==> config.mk <==
export PLATFORM = sky130hd
export DESIGN_NAME = instr_encoder_loader
export DESIGN_NICKNAME = d
export VERILOG_FILES = /design/src/rtl/instr_encoder_loader.sv
export SDC_FILE = /design/constraint.sdc
export NUM_CORES = 1
export LEC_CHECK = 0
export BUFFER_PORTS_ARGS = -buffer_cell sky130_fd_sc_hd__buf_2
export CAP_MARGIN = 20
export CORE_UTILIZATION = 49
export DETAILED_ROUTE_END_ITERATION = 10
export MAX_ROUTING_LAYER = met4
export PLACE_DENSITY = 0.8
export SLEW_MARGIN = 20
export SYNTH_ARGS = -nofsm -noshare
export SYNTH_HDL_FRONTEND = slang
export SYNTH_SLANG_ARGS = --single-unit
==> constraint.sdc <==
create_clock -name clk -period 2.75 [get_ports clk]
set_input_delay 0.1375 -clock clk [delete_from_list [all_inputs] [get_ports clk]]
set_output_delay 0.1375 -clock clk [all_outputs]
set_load 0.02 [all_outputs]
==> src/rtl/instr_encoder_loader.sv <==
// instr_encoder_loader: encodes instruction descriptions into RV32I words and loads them into instruction memory
// Holds the core in reset (cpu_hold) until a complete program has been written.
module instr_encoder_loader #(
    parameter int ADDR_W    = 8,
    parameter int MAX_WORDS = 256
) (
    input  logic              clk,
    input  logic              reset,
    input  logic              start,
    input  logic              in_valid,
    output logic              in_ready,
    input  logic [2:0]        in_kind,
    input  logic [2:0]        in_aluop,
    input  logic [4:0]        in_rd,
    input  logic [4:0]        in_rs1,
    input  logic [4:0]        in_rs2,
    input  logic [20:0]       in_imm,
    input  logic              in_last,
    output logic              mem_we,
    output logic [ADDR_W-1:0] mem_addr,
    output logic [31:0]       mem_wdata,
    output logic [ADDR_W:0]   word_count,
    output logic              cpu_hold,
    output logic              done,
    output logic              err,
    output logic [1:0]        err_code
);
    localparam logic [2:0] S_IDLE   = 3'd0;
    localparam logic [2:0] S_ACCEPT = 3'd1;
    localparam logic [2:0] S_WRITE  = 3'd2;
    localparam logic [2:0] S_DONE   = 3'd3;
    localparam logic [2:0] S_ERROR  = 3'd4;
    localparam logic [ADDR_W:0] MAX = (ADDR_W+1)'(MAX_WORDS);

    logic [2:0]        state;
    logic [ADDR_W-1:0] addr;
    logic [ADDR_W:0]   count;
    logic [31:0]       word;
    logic              last_q;
    logic [1:0]        code;
    logic [31:0]       enc;
    logic              is_sub, bad_op, imm12_ok, imm13_ok, illegal, range_bad;
    logic [2:0]        f3;
    logic [ADDR_W:0]   count_next;

    always_comb begin
        is_sub    = in_aluop == 3'b001;
        f3        = is_sub ? 3'b000 : in_aluop;
        bad_op    = in_aluop == 3'b011 || in_aluop == 3'b100 || in_aluop == 3'b101;
        imm12_ok  = &in_imm[20:11] || ~|in_imm[20:11];
        imm13_ok  = (&in_imm[20:12] || ~|in_imm[20:12]) && !in_imm[0];
        illegal   = (in_kind[2] && in_kind[1]) ||
                    ((in_kind == 3'd2 || in_kind == 3'd3) && bad_op) ||
                    (in_kind == 3'd3 && is_sub);
        range_bad = ((in_kind == 3'd0 || in_kind == 3'd1 || in_kind == 3'd3) && !imm12_ok) ||
                    (in_kind == 3'd4 && !imm13_ok) ||
                    (in_kind == 3'd5 && in_imm[0]);
        enc = in_kind == 3'd0 ? {in_imm[11:0], in_rs1, 3'b010, in_rd, 7'b0000011} :
              in_kind == 3'd1 ? {in_imm[11:5], in_rs2, in_rs1, 3'b010, in_imm[4:0], 7'b0100011} :
              in_kind == 3'd2 ? {is_sub ? 7'b0100000 : 7'b0, in_rs2, in_rs1, f3, in_rd, 7'b0110011} :
              in_kind == 3'd3 ? {in_imm[11:0], in_rs1, f3, in_rd, 7'b0010011} :
              in_kind == 3'd4 ? {in_imm[12], in_imm[10:5], in_rs2, in_rs1, 3'b000, in_imm[4:1], in_imm[11], 7'b1100011} :
                                {in_imm[20], in_imm[10:1], in_imm[11], in_imm[19:12], in_rd, 7'b1101111};
        count_next = count + (ADDR_W+1)'(1);
    end

    always_ff @(posedge clk) begin
        if (reset) begin
            state  <= S_IDLE;
            addr   <= '0;
            count  <= '0;
            word   <= '0;
            last_q <= 1'b0;
            code   <= 2'd0;
        end else begin
            case (state)
                S_ACCEPT: if (in_valid) begin
                    word   <= enc;
                    last_q <= in_last;
                    state  <= (illegal || range_bad) ? S_ERROR : S_WRITE;
                    code   <= illegal ? 2'd1 : range_bad ? 2'd2 : 2'd0;
                end
                S_WRITE: begin
                    addr  <= addr + ADDR_W'(1);
                    count <= count_next;
                    state <= last_q ? S_DONE : (count_next == MAX) ? S_ERROR : S_ACCEPT;
                    code  <= (!last_q && count_next == MAX) ? 2'd3 : 2'd0;
                end
                default: if (start) begin
                    state <= S_ACCEPT;
                    addr  <= '0;
                    count <= '0;
                    code  <= 2'd0;
                end
            endcase
        end
    end

    assign in_ready   = state == S_ACCEPT;
    assign mem_we     = state == S_WRITE;
    assign mem_addr   = addr;
    assign mem_wdata  = word;
    assign word_count = count;
    assign cpu_hold   = state != S_DONE;
    assign done       = state == S_DONE;
    assign err        = state == S_ERROR;
    assign err_code   = code;
endmodule

==> results of run 1 <==
stage by stage:
stage	hold slack [ns]	utilization [%]	setup slack, ns
finish	0.0668	63.5	0.387
global route	0.0598	63.5	0.223
CTS	0.0577	63.5	0.397
detailed placement	0.401	61.7	0.398
global placement	0.400	61.7	0.536
floorplan	0.273	-	0.752
registers in the layout, indices dropped and copies added, names as in the netlist:
register and count:
err_code 2, last_q 1, mem_addr 8, mem_wdata 30, state 3, word_count 9
power groups by stage:
stage / Combinational [W] / Sequential [W] / Clock (W)
3_3_place_gp: 0.000460 / 0.000883 / 0
3_5_place_dp: 0.000473 / 0.000886 / 0
2_1_floorplan: 0.000268 / 0.000942 / 0
4_1_cts: 0.000474 / 0.000869 / 0.000473
5_1_grt: 0.000524 / 0.000879 / 0.000509
6_report: 0.000472 / 0.000869 / 0.000464
logic make-up (layout without fill, tap and decap cells):
family | Yosys count | after routing | synth area share [%]
compound gates | 85 | 85 | 21.5
xor+xnor | 7 | 7 | 2.29
fa+ha+maj | 3 | 3 | 1.40
buf+inv | 26 | 117 | 4.40
flops | 53 | 53 | 39.7
mux | 16 | 16 | 5.99
simple gates | 134 | 134 | 24.7
Yosys cell counts, types with 2 or more instances:
library cell / count
clkbuf_1: 13
mux2i_1: 16
nand3_1: 12
o211ai_1: 5
dfxtp_1: 53
nor2_1: 47
ha_1: 3
and3_1: 3
nor3_1: 12
nand2_1: 30
a311oi_1: 6
nor2b_1: 2
and2_1: 2
buf_1: 4
or3_1: 5
a21oi_1: 22
a22oi_1: 3
a211oi_1: 18
o21ai_0: 11
nand3b_1: 2
o31ai_1: 2
o21a_1: 3
inv_1: 4
xor2_1: 4
buf_4: 3
nor3b_1: 2
nand4_1: 4
xnor2_1: 3
nand2b_1: 3
o21bai_1: 2
cells in the final DEF, fill, tap and decap left out, drive strengths merged, types with 4 or more instances in the layout:
master | synthesis | final
a211oi | 18 | 18
a21oi | 22 | 22
a311oi | 6 | 6
buf | 9 | 105
clkbuf | 13 | 5
dfxtp | 53 | 53
inv | 4 | 5
mux2i | 16 | 16
nand2 | 30 | 30
nand3 | 12 | 12
nand4 | 4 | 4
nor2 | 47 | 47
nor3 | 12 | 12
o211ai | 5 | 5
o21ai | 12 | 12
or3 | 6 | 6
xor2 | 4 | 4
layer usage:
metal / GRT usage [%] / wire [um]
met3: 6.22 / 406
met5: - / 0
met2: 40.2 / 3160
met4: 9.47 / 104
met1: 30.9 / 2960
critical path, stage by stage (launching register included):
cell and delay, ns:
dfxtp_1 0.46, or3b_1 0.57, inv_1 0.35, o211a_1 0.22, o22ai_1 0.11, or3_4 0.36, a311oi_1 0.21
cell type report:
class | instances | share of cell area, %
multi-input cells | 245 | 45.5
flip-flops and latches | 53 | 32.3
repair buffers | 105 | 16.2
well taps | 70 | 2.67
clock buffers | 5 | 2.10
clock inverters | 3 | 0.762
inverters | 4 | 0.457
worst paths after layout:
kind	end	slack (ns)
setup / recovery	err_code[1]$_SDFFE_PP0P_	0.39
hold reg to reg	mem_wdata[27]$_SDFFE_PP0P_	0.45
hold / removal	mem_wdata[25]$_SDFFE_PP0P_	0.07
setup reg to reg	err_code[1]$_SDFFE_PP0P_	0.39
==> summary.txt, run 1 <==
Logic synthesis
  • Yosys top cell area share: 39.7%
  • Yosys warns: 0
  • Synth unique cells: 55
  • Async set-reset flop share out of synthesis: 0%
  • Mean post-synth cell area: 8.25 um^2
  • EDFF count, synth: 0
  • Mapped Area: 2670 um^2
  • Post-synth top flop: dfxtp_1
  • Yosys reg bits: 53
  • Dominant cell type by area after synthesis: dfxtp_1
  • Post-synthesis sequential area ratio: 39.7%
  • Largest cells by area after synthesis: dfxtp_1 (40%), nor2_1 (6.6%), mux2i_1 (6.0%), a211oi_1 (5.1%), nand2_1 (4.2%)
  • Post-Syn Instances: 324
  • Syn nets: 374

CTS
  • Postcts setup bufs: 0
  • Clock latency on the worst-skew pair: 0.31 ns
  • Hold-fix buffers, CTS: 0
  • CTS root buf: clkbuf_8
  • Htree depth: 2
  • Num CTS Buffers: 5
  • Post_cts resized: 0
  • CTS Buffer Depth: 2
  • Worst-path clk slew: 0.10 ns
  • TritonCTS clock tree: done
  • Sinks on the clock net: 53

Power
  • Switching power: 0.000622 W
  • Share of power burned in combinational logic: 26.2%
  • Internal power: 0.00118 W
  • Clk pwr share: 25.7%
  • Flop pwr share: 48.2%
  • Leak Pwr: 1.45 nW
  • Peak supply drop: 0.000266 V
  • PD cells: 549 nW/um^2
  • Sw Share: 34.5%
  • Power Total: 0.00180 W

Detailed routing
  • Wire length per cell: 13.7 um
  • Via Count: 2688
  • DR iter-0 viols: 151
  • Drt pass-1 iters: 4
  • Final ANT Viol Nets: 0
  • Via/cell ratio: 5.54
  • DRC Markers: 0
  • Final wirelength: 6620 um

Min path
  • Hold Path Stages: 3
  • Hold Path Class: input port to flop
  • Hold_sp: in_imm[5]

Finish
  • Area occupied by multi-input gates: 1490 um^2
  • Post-route cell area: 3280 um^2
  • Post-layout nets: 464
  • Layout cell share with drive strength beyond 1: 28.7%
  • Sequential Area: 1060 um^2
  • Fill count: 494
  • Finished Layout Cells: 485
  • Layout overhead on the synthesized area: 22.9%
  • Number of antenna diodes: 0

STA
  • Fmax: 423 MHz
  • Period utilization: 85.9%
  • Clock skew: 0.00469 ns
  • Final setup fails: 0
  • Unrepaired setup endpoints after global routing: false
  • Final Slew Violations: 0
  • Period minus WS final: 2.36 ns
  • Final Hold Vio Count: 0
  • Worst slew pin tran: 0.589 ns
  • Setup TNS: 0 ns
  • Slew headroom: 60.6%

Critical path
  • Crit end category: flop
  • R2r startpoint: state[1]$_SDFFE_PP0P_
  • Worst Path Max Fanout: 11
  • WP data required: 2.98 ns
  • Worst setup path start: state[1]$_SDFFE_PP0P_
  • Data arrival, critical path: 2.59 ns
  • CP Class: flop to flop
  • Reg2Reg Depth: 6
  • Critical path startpoint category: flop

Placement
  • DP Area: 3190 um^2
  • Routability cong.: 0.828
  • IO buf count: 102
  • Post-placement cell count: 477
  • Detailed placement HPWL: 4870 um

Global routing
  • Global-route wire length before repair: 10800 um
  • Total congestion overflow: 0
  • Number of antenna violations at the first check in global routing: 0
  • Pin count of the biggest net entering global routing: 47
  • Vias in the first global route: 2411
  • GRT Util Overall: 25.3%

Outcome
  • Run status: finished, final reports clean

Floorplan
  • I/O Pins: 103
  • Die area: 5750 um^2
  • Die width: 75.9 um
  • Die Y: 75.9 um
  • Row cnt: 26
  • Initial Util: 51.7%
  • Core Region: 5170 um^2

Flow run
  • MaxCap Viol Count: 0
No activity file was read; power rests on OpenSTA's default activity.
==> run 2, diff against run 1 <==
==> constraint.sdc (replaced) <==
create_clock -name clk -period 2.75 [get_ports clk]
set_input_delay 0.275 -clock clk [delete_from_list [all_inputs] [get_ports clk]]
set_output_delay 0.275 -clock clk [all_outputs]
set_load 0.02 [all_outputs]
==> summary.txt, run 2 (synthesis gave the netlist of run 1 again) <==
Floorplan
  • Die area: 5750 um^2 (unchanged)
  • Row cnt: 26 (unchanged)
  • Core Region: 5170 um^2 (unchanged)
  • Initial Util: 51.7% (unchanged)
  • Die width: 75.9 um (unchanged)
  • Die Y: 75.9 um (unchanged)
  • I/O Pins: 103 (unchanged)

Detailed routing
  • DR iter-0 viols: 142 (-6.0%)
  • Via Count: 2716 (+1.0%)
  • Final ANT Viol Nets: 0 (unchanged)
  • Final wirelength: 6660 um (+0.53%)
  • DRC Markers: 0 (unchanged)
  • Via/cell ratio: 5.60 (+1.0%)
  • Wire length per cell: 13.7 um (+0.53%)
  • Drt pass-1 iters: 4 (unchanged)

Flow run
  • MaxCap Viol Count: 0 (unchanged)

Finish
  • Commonest cells after routing, fill and taps aside: buf_2 (102), dfxtp_1 (53), nor2_1 (47), nand2_1 (30), a21oi_1 (22)
  • Fill count: 473 (-4.3%)
  • Layout overhead on the synthesized area: 22.9% (unchanged)
  • Number of antenna diodes: 0 (unchanged)
  • Post-layout nets: 464 (unchanged)
  • Layout cell share with drive strength beyond 1: 28.7% (unchanged)
  • Commonest non-fill, non-tap cell in the layout: buf_2
  • Max reg flops: 30 (unchanged)

Global routing
  • GRT met1 Usage: 31.0% (+0.13 points)
  • Number of antenna violations at the first check in global routing: 0 (unchanged)
  • Global-route wire length before repair: 10700 um (-0.57%)
  • Vias in the first global route: 2432 (+0.87%)
  • Pin count of the biggest net entering global routing: 47 (unchanged)
  • GRT met2 Usage: 40.6% (+0.39 points)
  • Most used routing layer: met2
  • GRT Util Overall: 24.9% (-0.39 points)
  • Met3 global-route usage: 5.16% (-1.1 points)
  • Total congestion overflow: 0 (unchanged)

CTS
  • TritonCTS clock tree: done
  • Htree depth: 2 (unchanged)
  • Post_cts resized: 0 (unchanged)
  • Postcts setup bufs: 0 (unchanged)
  • CTS root buf: clkbuf_8
  • Clock latency on the worst-skew pair: 0.31 ns (about the same)
  • Worst-path clk slew: 0.10 ns (about the same)
  • Num CTS Buffers: 5 (unchanged)
  • CTS Buffer Depth: 2 (unchanged)
  • Sinks on the clock net: 53 (unchanged)
  • Hold-fix buffers, CTS: 0 (unchanged)

Power
  • PD cells: 547 nW/um^2 (-0.44%)
  • Leak Pwr: 1.45 nW (unchanged)
  • Peak supply drop: 0.000382 V (+44%)

STA
  • Final setup fails: 0 (unchanged)
  • Fmax: 422 MHz (-0.32%)
  • Final worst setup slack: 0.379 ns (-0.00765 ns)
  • Unrepaired setup endpoints after global routing: false
  • Slew headroom: 62.3% (+1.7 points)
  • Setup TNS: 0 ns (unchanged)
  • Worst slew pin tran: 0.564 ns (-0.0249 ns)
  • Final Slew Violations: 0 (unchanged)
  • Clock skew: 0.00537 ns (+0.000680 ns)
  • Period minus WS final: 2.37 ns (+0.00765 ns)
  • Period utilization: 86.2% (+0.28 points)
  • Final Hold Vio Count: 0 (unchanged)

Critical path
  • Crit end category: flop
  • Critical path startpoint category: flop
  • WP data required: 2.97 ns (about the same)
  • Data arrival, critical path: 2.59 ns (about the same)
  • Reg2Reg Depth: 6 (unchanged)
  • CP Class: flop to flop
  • Worst Path Max Fanout: 11 (unchanged)

Outcome
  • Run status: finished, final reports clean

Min path
  • Hold Path Class: input port to flop
  • Hold Path Stages: 3 (unchanged)

Placement
  • Routability cong.: 0.847 (+2.3%)
  • Dpl ws: 0.414 ns (+0.0162 ns)
  • Detailed placement HPWL: 4900 um (+0.57%)
  • IO buf count: 102 (unchanged)
==> run 2: cell counts in the layout (fill, tap and decap cells not counted) <==
No cell type changed its count.
==> run 2: worst max-delay path, cell delays in order, from the launching register on <==
cell and delay (ns):
dfxtp_1 0.46, or3b_1 0.58, inv_1 0.33, o211a_1 0.22, o22ai_1 0.10, or3_4 0.36
a311oi_1 0.22
==> run 2: path summary, 6_finish.rpt <==
check	start	endpoint	slack [ns]
setup / recovery	state[1]$_SDFFE_PP0P_	err_code[0]$_SDFFE_PP0P_	0.38
hold / removal	in_imm[9]	mem_wdata[29]$_SDFFE_PP0P_	0.21
setup reg to reg	state[1]$_SDFFE_PP0P_	err_code[0]$_SDFFE_PP0P_	0.38
hold reg to reg	mem_wdata[4]$_SDFFE_PP0P_	mem_wdata[4]$_SDFFE_PP0P_	0.46
==> run 2: through the flow <==
| stage | cell area, um^2 | instances | hold WS (ns) | total power, W | util [%] |
|---|---|---|---|---|---|
| 2_1_floorplan | 2670 | 324 | 0.411 | 0.00121 | - |
| 3_3_place_gp | 3190 | 477 | 0.440 | 0.00134 | 61.7 |
| 3_5_place_dp | 3190 | 477 | 0.445 | 0.00136 | 61.7 |
| 4_1_cts | 3280 | 485 | 0.199 | 0.00181 | 63.5 |
| 5_1_grt | 3280 | 485 | 0.199 | 0.00190 | 63.5 |
| 6_report | 3280 | 485 | 0.206 | 0.00180 | 63.5 |
==> run 2: power breakdown <==
group / switching, W / total (W) / internal (W) / leakage (nW)
Sequential: 0.0000431 / 0.000870 / 0.000827 / 0.431
Clock: 0.000272 / 0.000456 / 0.000184 / 0.0447
Combinational: 0.000299 / 0.000470 / 0.000171 / 0.970
Total: 0.000614 / 0.00180 / 0.00118 / 1.45
==> run 2: routing by layer <==
metal  vias to the layer above  part of all wire, %
met5                         -                    0
met4                         0                  1.4
met3                        10                  5.8
met2                        96                   48
met1                      1254                   45
li1                       1356                    -
==> run 2: layout make-up <==
cell class              instances  area (um^2)  share of cell area (%)
clock inverters                 3         25.0                   0.762
repair buffers                105          533                    16.2
flip-flops and latches         53         1060                    32.3
well taps                      70         87.6                    2.67
multi-input cells             245         1490                    45.5
inverters                       4         15.0                   0.457
clock buffers                   5         68.8                    2.10
